File: config.mk
export PLATFORM = sky130hd
export DESIGN_NAME = axis_rgb_packer_flat
export DESIGN_NICKNAME = d
export VERILOG_FILES = /design/src/rtl/axis_video_pkg.sv /design/src/rtl/axis_rgb_packer_if.sv /design/src/rtl/axis_rgb_packer.sv /design/src/flat_wrapper.sv
export SDC_FILE = /design/constraint.sdc
export NUM_CORES = 1
export LEC_CHECK = 0
export ABC_AREA = 1
export ABC_CLOCK_PERIOD_IN_PS = 4450
export BUFFER_PORTS_ARGS = -buffer_cell sky130_fd_sc_hd__buf_2
export CORE_MARGIN = 4
export CORE_UTILIZATION = 50
export CTS_BUF_LIST = sky130_fd_sc_hd__clkbuf_16
export CTS_CLUSTER_DIAMETER = 120
export DETAILED_ROUTE_END_ITERATION = 10
export PLACE_DENSITY = 0.77
export SLEW_MARGIN = 0
export SYNTH_ARGS = -nofsm -noshare
export SYNTH_HDL_FRONTEND = slang
export SYNTH_SLANG_ARGS = --single-unit
File: constraint.sdc
create_clock -name out_stream_aclk -period 4.45 [get_ports out_stream_aclk]
set_input_delay 0.445 -clock out_stream_aclk [delete_from_list [all_inputs] [get_ports out_stream_aclk]]
set_output_delay 0.445 -clock out_stream_aclk [all_outputs]
set_load 0.01 [all_outputs]
File: src/rtl/axis_video_pkg.sv
// Shared video-stream definitions for the RGB packer, the pixel generator and
// the frame checker.
//   rgb_t           : one 24-bit pixel (r, g, b)
//   pack_phase_t    : position of a pixel inside its 4-pixel / 3-word group
//   BYTES_PER_WORD  : bytes carried per output stream word
//   words_per_line  : output words produced by one line of x_pixels pixels
package axis_video_pkg;

    localparam int BYTES_PER_WORD = 4;

    typedef struct packed {
        logic [7:0] r;
        logic [7:0] g;
        logic [7:0] b;
    } rgb_t;

    typedef enum logic [1:0] {P0, P1, P2, P3} pack_phase_t;

    function automatic int words_per_line(input int x_pixels);
        return (x_pixels * 3) / BYTES_PER_WORD;
    endfunction

endpackage

File: src/rtl/axis_rgb_packer_if.sv
// Bus bundles for the RGB packer.
//   pix_stream_if : pixel input (valid, ready, rgb, sof); master = pixel
//                   pipeline, slave = packer.
//   axis_video_if : 32-bit AXI-Stream video output (tdata, tkeep, tvalid,
//                   tready, tuser, tlast); master = packer, slave = VDMA or
//                   frame checker.
interface pix_stream_if;
    import axis_video_pkg::*;

    logic valid;
    logic ready;
    rgb_t rgb;
    logic sof;

    modport master (output valid, output rgb, output sof, input ready);
    modport slave  (input valid, input rgb, input sof, output ready);
endinterface

interface axis_video_if;
    logic [31:0] tdata;
    logic [3:0]  tkeep;
    logic        tvalid;
    logic        tready;
    logic        tuser;
    logic        tlast;

    modport master (output tdata, output tkeep, output tvalid, output tuser,
                    output tlast, input tready);
    modport slave  (input tdata, input tkeep, input tvalid, input tuser,
                    input tlast, output tready);
endinterface

File: src/rtl/axis_rgb_packer.sv
// Transmit end of the video AXI-Stream link. Packs every 4 RGB pixels into
// 3 32-bit words (byte stream R0 G0 B0 R1 G1 B1 ..., lowest byte first),
// marks the first word of a frame with tuser and the last word of each line
// with tlast, and resynchronises on an unexpected pix_sof.
// Ports:
//   out_stream_aclk : clock for all logic
//   periph_resetn   : synchronous active-low reset
//   pix             : pixel input (slave)
//   out_stream      : packed AXI-Stream output (master), single register stage
//   err_resync      : one-cycle pulse after an unexpected pix_sof
//   frame_done      : one-cycle pulse after the last word of a frame is taken
module axis_rgb_packer
    import axis_video_pkg::*;
#(
    parameter int X_PIXELS = 640,
    parameter int Y_SIZE   = 480
) (
    input  logic          out_stream_aclk,
    input  logic          periph_resetn,
    pix_stream_if.slave   pix,
    axis_video_if.master  out_stream,
    output logic          err_resync,
    output logic          frame_done
);

    localparam int X_WORDS = words_per_line(X_PIXELS);
    localparam int XW_W    = (X_WORDS > 1) ? $clog2(X_WORDS) : 1;
    localparam int YW_W    = (Y_SIZE > 1) ? $clog2(Y_SIZE) : 1;
    localparam logic [XW_W-1:0] X_LAST = XW_W'(X_WORDS - 1);
    localparam logic [YW_W-1:0] Y_LAST = YW_W'(Y_SIZE - 1);

    pack_phase_t     phase;
    logic [23:0]     hold;
    logic [XW_W-1:0] x_word;
    logic [YW_W-1:0] y_line;

    logic [31:0]     tdata;
    logic            tvalid;
    logic            tuser;
    logic            tlast;
    logic            word_eof;   // word in the output register ends the frame

    logic            pix_ready;
    logic            pix_hs;
    logic            out_hs;
    logic            resync;
    logic            load;
    logic [31:0]     word;
    rgb_t            p;

    assign out_stream.tdata  = tdata;
    assign out_stream.tkeep  = 4'hF;
    assign out_stream.tvalid = tvalid;
    assign out_stream.tuser  = tuser;
    assign out_stream.tlast  = tlast;
    assign pix.ready         = pix_ready;
    assign p                 = pix.rgb;

    // P0 never emits a word, so it can accept a pixel even while the output
    // register is stalled.
    assign pix_ready = periph_resetn &&
                       (phase == P0 || !tvalid || out_stream.tready);
    assign pix_hs    = pix.valid && pix_ready;
    assign out_hs    = tvalid && out_stream.tready;

    // A sof anywhere other than the natural frame origin restarts the frame;
    // the pixel then behaves as P0 and emits nothing.
    assign resync = pix_hs && pix.sof &&
                    (phase != P0 || x_word != '0 || y_line != '0);
    assign load   = pix_hs && !resync && phase != P0;

    // hold keeps leftover bytes right-aligned in stream order.
    always_comb begin
        word = '0;
        case (phase)
            P1:      word = {p.r, hold[23:0]};
            P2:      word = {p.g, p.r, hold[15:0]};
            P3:      word = {p.b, p.g, p.r, hold[7:0]};
            default: word = '0;
        endcase
    end

    always_ff @(posedge out_stream_aclk) begin
        if (!periph_resetn) begin
            phase      <= P0;
            hold       <= '0;
            x_word     <= '0;
            y_line     <= '0;
            tdata      <= '0;
            tvalid     <= 1'b0;
            tuser      <= 1'b0;
            tlast      <= 1'b0;
            word_eof   <= 1'b0;
            err_resync <= 1'b0;
            frame_done <= 1'b0;
        end else begin
            err_resync <= resync;
            frame_done <= out_hs && word_eof;

            if (pix_hs) begin
                if (resync || phase == P0) begin
                    hold  <= {p.b, p.g, p.r};
                    phase <= P1;
                end else begin
                    case (phase)
                        P1: begin
                            hold  <= {8'h00, p.b, p.g};
                            phase <= P2;
                        end
                        P2: begin
                            hold  <= {16'h0000, p.b};
                            phase <= P3;
                        end
                        default: begin
                            hold  <= '0;
                            phase <= P0;
                        end
                    endcase
                end
            end

            if (load) begin
                tdata    <= word;
                tvalid   <= 1'b1;
                tuser    <= (x_word == '0) && (y_line == '0);
                tlast    <= (x_word == X_LAST);
                word_eof <= (x_word == X_LAST) && (y_line == Y_LAST);
            end else if (out_hs) begin
                tvalid <= 1'b0;
            end

            if (resync) begin
                x_word <= '0;
                y_line <= '0;
            end else if (load) begin
                if (x_word == X_LAST) begin
                    x_word <= '0;
                    y_line <= (y_line == Y_LAST) ? '0 : y_line + 1'b1;
                end else begin
                    x_word <= x_word + 1'b1;
                end
            end
        end
    end

endmodule

File: src/flat_wrapper.sv
// flat-port wrapper written by rule: the top's interface ports become plain ports
module axis_rgb_packer_flat import axis_video_pkg::*;
#(
    parameter int X_PIXELS = 640,
    parameter int Y_SIZE   = 480
)
  (out_stream_aclk, periph_resetn, err_resync, frame_done, pix_valid, pix_rgb, pix_sof, pix_ready, out_stream_tdata, out_stream_tkeep, out_stream_tvalid, out_stream_tuser, out_stream_tlast, out_stream_tready);
  pix_stream_if pix_i ();
  axis_video_if out_stream_i ();
  input  logic out_stream_aclk;
  input  logic periph_resetn;
  output logic err_resync;
  output logic frame_done;
  input wire logic [$bits(pix_i.valid)-1:0] pix_valid;
  input wire logic [$bits(pix_i.rgb)-1:0] pix_rgb;
  input wire logic [$bits(pix_i.sof)-1:0] pix_sof;
  output wire logic [$bits(pix_i.ready)-1:0] pix_ready;
  output wire logic [$bits(out_stream_i.tdata)-1:0] out_stream_tdata;
  output wire logic [$bits(out_stream_i.tkeep)-1:0] out_stream_tkeep;
  output wire logic [$bits(out_stream_i.tvalid)-1:0] out_stream_tvalid;
  output wire logic [$bits(out_stream_i.tuser)-1:0] out_stream_tuser;
  output wire logic [$bits(out_stream_i.tlast)-1:0] out_stream_tlast;
  input wire logic [$bits(out_stream_i.tready)-1:0] out_stream_tready;
  assign pix_i.valid = pix_valid;
  assign pix_i.rgb = pix_rgb;
  assign pix_i.sof = pix_sof;
  assign pix_ready = pix_i.ready;
  assign out_stream_tdata = out_stream_i.tdata;
  assign out_stream_tkeep = out_stream_i.tkeep;
  assign out_stream_tvalid = out_stream_i.tvalid;
  assign out_stream_tuser = out_stream_i.tuser;
  assign out_stream_tlast = out_stream_i.tlast;
  assign out_stream_i.tready = out_stream_tready;
  axis_rgb_packer #(.X_PIXELS(X_PIXELS), .Y_SIZE(Y_SIZE)) u_core (.out_stream_aclk(out_stream_aclk), .periph_resetn(periph_resetn), .pix(pix_i), .out_stream(out_stream_i), .err_resync(err_resync), .frame_done(frame_done));
endmodule
# Word-level counts from Yosys, hierarchy flattened
# Cells that the tools add are included.
# word_totals
out_inout_bits	42
word_cells	54
input_bits	29
register_bits	82
# classes
add_sub_neg	2
reduce_logical	26
mux	9
n_eq_ne	5
bitwise	1
# ops
operator	count
$pmux 32 s3	1
$pmux 16 s2	1
$mux 24	1
$add 9x1->9 const B	2
$eq 9x9->1 const B	2
$logic_not 9->1	2
$mux 9	2
$reduce_bool 9->1	2
$logic_and 1x1->1	10
$logic_or 1x1->1	5
$eq 2x2->1 const B	2
$pmux 2 s2	1
$reduce_bool 2->1	2
$eq 2x1->1 const B	1
$logic_not 1->1	2
$logic_not 2->1	1
$mux 1	2
$mux 2	1
$reduce_and 2->1	1
$reduce_or 2->1	1
$not 1->1	1

# Logic depth before layout (Yosys ltp)
# depth
depth_word	11
ltp_mapped	11
depth_no_buf	10

# Least setup slack after synthesis
# OpenSTA, ideal clock, no wires.
# synth_timing
kind	register to register
start	register u_core.phase[0]
end	register u_core.tdata[20] (netlist: u_core.out_stream.tdata[20])
synth_period_minus_slack_ps	1634
n_path_buf	1
path_stages_with_launch	11
path_slack_ps	2816
t_arrival_ps	1518
required_time_ps	4334
setup_ps	116
cell_sequence	dfxtp_1 > inv_1 > ha_1 > inv_2 > nand3_1 > nand3_2 > inv_2 > nand3_2 > clkbuf_1 > o21ai_0 > nor2_1
# synth_via
elab_chain_len	10
elab_cells_between_ends	17
cone_classes	eq/ne (3); mux (1); reduce/logical (13)
# synth_rtl
element	line_no	text
start: declaration	axis_rgb_packer.sv:32	pack_phase_t phase;
start signal: assignment	axis_rgb_packer.sv:85	phase <= P0;
start signal: assignment	axis_rgb_packer.sv:103	phase <= P1;
start signal: assignment	axis_rgb_packer.sv:108	phase <= P2;
$logic_not 2->1	axis_rgb_packer.sv:62	(phase == P0 || !tvalid || out_stream.tready);
$logic_or 1x1->1 (2 in a row)	axis_rgb_packer.sv:62	
$logic_and 1x1->1	axis_rgb_packer.sv:61	assign pix_ready = periph_resetn &&
$logic_and 1x1->1	axis_rgb_packer.sv:63	assign pix_hs = pix.valid && pix_ready;
$logic_and 1x1->1 (2 in a row)	axis_rgb_packer.sv:68	assign resync = pix_hs && pix.sof &&
$logic_not 1->1	axis_rgb_packer.sv:70	assign load = pix_hs && !resync && phase != P0;
$logic_and 1x1->1 (2 in a row)	axis_rgb_packer.sv:70	
end signal: assignment	axis_rgb_packer.sv:123	tdata <= word;
end: declaration	axis_rgb_packer.sv:37	logic [31:0] tdata;
# Parallel ways exist; a longest one is shown, timed or not.
# A chain may end at the register's enable or synchronous reset.

# Final worst setup path
# layout_timing
start	register u_core.phase[0]
end	register u_core.x_word[4]
# layout_via
elab_chain_len	10
elab_cells_between_ends	14
cone_classes	reduce/logical (14)
# layout_rtl
element	line_no	text
$logic_not 2->1	axis_rgb_packer.sv:62	
$logic_or 1x1->1 (2 in a row)	axis_rgb_packer.sv:62	
$logic_and 1x1->1	axis_rgb_packer.sv:61	
$logic_and 1x1->1	axis_rgb_packer.sv:63	
$logic_and 1x1->1 (2 in a row)	axis_rgb_packer.sv:68	
$logic_not 1->1	axis_rgb_packer.sv:70	
$logic_and 1x1->1 (2 in a row)	axis_rgb_packer.sv:70	
end signal: assignment	axis_rgb_packer.sv:140	x_word <= x_word + 1'b1;
end: declaration	axis_rgb_packer.sv:34	logic [XW_W-1:0] x_word;
# Parallel ways exist; a longest one is shown, timed or not.

==> results.json <==
{
  "routed_wl_um": 11640,
  "post_cts_resized": 0,
  "place_congestion": 0.9135,
  "nets": 733,
  "max_cap_viol_count": 0,
  "crit_start": "u_core.phase[0]$_SDFFE_PN0N_",
  "yosysSeqAreaShare": 0.3875,
  "initial_core_util": 0.5156,
  "core_mm2": 0.008217,
  "cp-endpoint": "u_core.x_word[4]$_SDFFE_PP0P_",
  "via_count": 4338,
  "tritoncts": "done",
  "synth_top_area_share": 0.3875,
  "synthCells": 650,
  "syn_area_mm2": 0.004237,
  "max-slew-margin-rel": 0.3477,
  "r2r-end": "u_core.x_word[4]$_SDFFE_PP0P_",
  "cts_root_buffer": "clkbuf_16",
  "post-cts-setup-buffers": 0,
  "dp_hpwl_um": 8014,
  "ant_nets": 0,
  "io_buffers": 66,
  "diodes": 0,
  "power_per_cell_area_mw_per_mm2": 338.1,
  "clockBufferDepth": 2,
  "finalMaxSlewViolations": 0,
  "finalSetupTns_ns": 0,
  "path_max_fanout": 46,
  "cts_buffers": 9,
  "r2r_slack_ns": 1.26,
  "yosys-top-cells-area": "dfxtp_1, nand2_1, nor2_1, o21ai_0, nand3_1",
  "layout-drive-gt1-share": 0.1330,
  "htreeDepth": 3,
  "status": "complete, no violations",
  "synthFlopType": "dfxtp_1",
  "drc": 0,
  "grt_pass1_vias": 3925,
  "fmax_mhz": 313.6,
  "synth-async-reset-ratio": 0,
  "yosysWarnings": 0,
  "pre_cts_ws_ns": 1.334,
  "crit_type": "reg2reg",
  "ys_types": 29,
  "setup_viol": 0,
  "peakVddDrop_v": 0.0002267,
  "rr_worst_depth": 11,
  "cts-hold-fix-buffers": 0,
  "p_leak_uw": 0.002207,
  "clock_skew_ns": 0.006688,
  "worstSetupStartpointType": "flop",
  "period_minus_slack_ns": 3.189,
  "reg2reg_from": "u_core.phase[0]$_SDFFE_PN0N_",
  "min_from": "out_stream_tready",
  "setup_ws_ns": 1.261,
  "finalHoldViolCount": 0,
  "cts_sinks": 82,
  "syn_to_final_growth_pct": 13.64,
  "antenna_found_initial": 0,
  "yosysMostFrequentCell": "nand2_1",
  "synth_commonest_cells": "nand2_1, nor2_1, dfxtp_1",
  "drt_iter0_drc": 362,
  "firstDrtPassIters": 5,
  "row_count": 33,
  "io_pins": 71,
  "avgSynthCellArea_um2": 6.518,
  "grt_overflow_total": 0,
  "clock_latency_ns": 0.33,
  "rsz0062_at_grt": "false",
  "vias_per_cell": 5.396,
  "grt_max_degree": 47,
  "utilization": 0.5860,
  "synth_seq_cells": 82,
  "period_share": 0.7166,
  "finalPower_uw": 1628,
  "fin_cells": 804,
  "grt_pass1_wl_um": 19310,
  "cp_data_arrival_time_ns": 3.46,
  "die_w_um": 100.1,
  "synth.largest_area_cell": "dfxtp_1",
  "die-area_mm2": 0.01001,
  "clkTransAtPathRegs_ns": 0.06,
  "holdCritPathClass": "in2reg",
  "cp.required_ns": 4.72,
  "post-place-cells": 789,
  "wl_per_cell_um": 14.47,
  "synth-edff-count": 0,
  "grt_usage": 0.2404,
  "end_kind": "flop",
  "worst_pin_slew_ns": 0.9785,
  "die_h_um": 100.1
}
[critical path, stage by stage, from the launching register on]
cell and delay (ns):
dfxtp_1 0.34, inv_1 0.14, ha_1 0.32, inv_2 0.17, nand3_1 0.14, nand3_2 0.07, buf_4 0.27, inv_2 0.31
nand3_2 0.70, o21ai_0 0.47, inv_1 0.08, nor2_1 0.10
[cell type report]
class                           count  area [µm²]
Fill cell                         802        3402
Multi-Input combinational cell    477        2213
Sequential cell                    82        1642
Timing Repair Buffer               70       360.3
Clock buffer                        9       225.2
Inverter                           55       206.4
Tap cell                          105       131.4
Clock inverter                      6       36.28
[report_power, final]
part / switching (µW) / leakage, µW / internal (µW)
logic: 132 / 0.00141 / 59.9
registers: 14.4 / 0.000667 / 763
clock network: 289 / 0.000124 / 370
total: 435 / 0.00221 / 1190
[cell usage in the layout, fill, tap and decap left out, drive strengths merged]
cell / count
nor2: 103
xnor2: 1
o21ai: 61
clkinvlp: 3
nand3: 59
ha: 9
a21oi: 43
nand2: 169
conb: 4
nand3b: 1
nand4: 10
clkbuf: 9
nor3: 5
a22oi: 8
buf: 70
xor2: 4
dfxtp: 82
inv: 55
clkinv: 3
[sequential cells by signal, indices dropped and copies added, names as in the netlist]
name / cells
u_core.out_stream.tlast: 1
u_core.hold: 24
u_core.err_resync: 1
u_core.out_stream.tdata: 32
u_core.frame_done: 1
u_core.out_stream.tuser: 1
u_core.word_eof: 1
u_core.y_line: 9
u_core.phase: 2
u_core.x_word: 9
u_core.out_stream.tvalid: 1
[worst min-delay path by stage]
stage	endpoint	depth (start not counted)
after floorplan	u_core.frame_done$_SDFF_PN0_	2
after global placement	u_core.hold[14]$_SDFFE_PN0N_	2
after detailed placement	u_core.hold[15]$_SDFFE_PN0N_	2
after CTS	u_core.frame_done$_SDFF_PN0_	3
after global routing	u_core.frame_done$_SDFF_PN0_	3
final	u_core.frame_done$_SDFF_PN0_	3
[cells by family after synthesis]
group | after synthesis | share of synthesized area
simple gates | 347 | 0.3399
buf+inv | 94 | 0.09421
flops | 82 | 0.3875
other cells | 1 | 0.0008852
fa+ha+maj | 9 | 0.02658
xor+xnor | 5 | 0.01034
compound gates | 112 | 0.1406
[through the flow]
stage                     cell area [µm²]  hold slack [ns]
after floorplan                      4248           0.4377
after global placement               4553           0.4496
after detailed placement             4553           0.4546
after CTS                            4815           0.3765
after global routing                 4815           0.3913
final                                4815           0.3804
[metal layers]
layer / GRT usage / vias up / wire length [µm]
li1: - / 2170 / -
met1: 0.3346 / 1991 / 5237
met2: 0.3802 / 160 / 5324
met3: 0.03892 / 17 / 858
met4: 0.08187 / 0 / 215
met5: 0 / - / 0
Note: power is estimated with default switching activity, not from simulation.
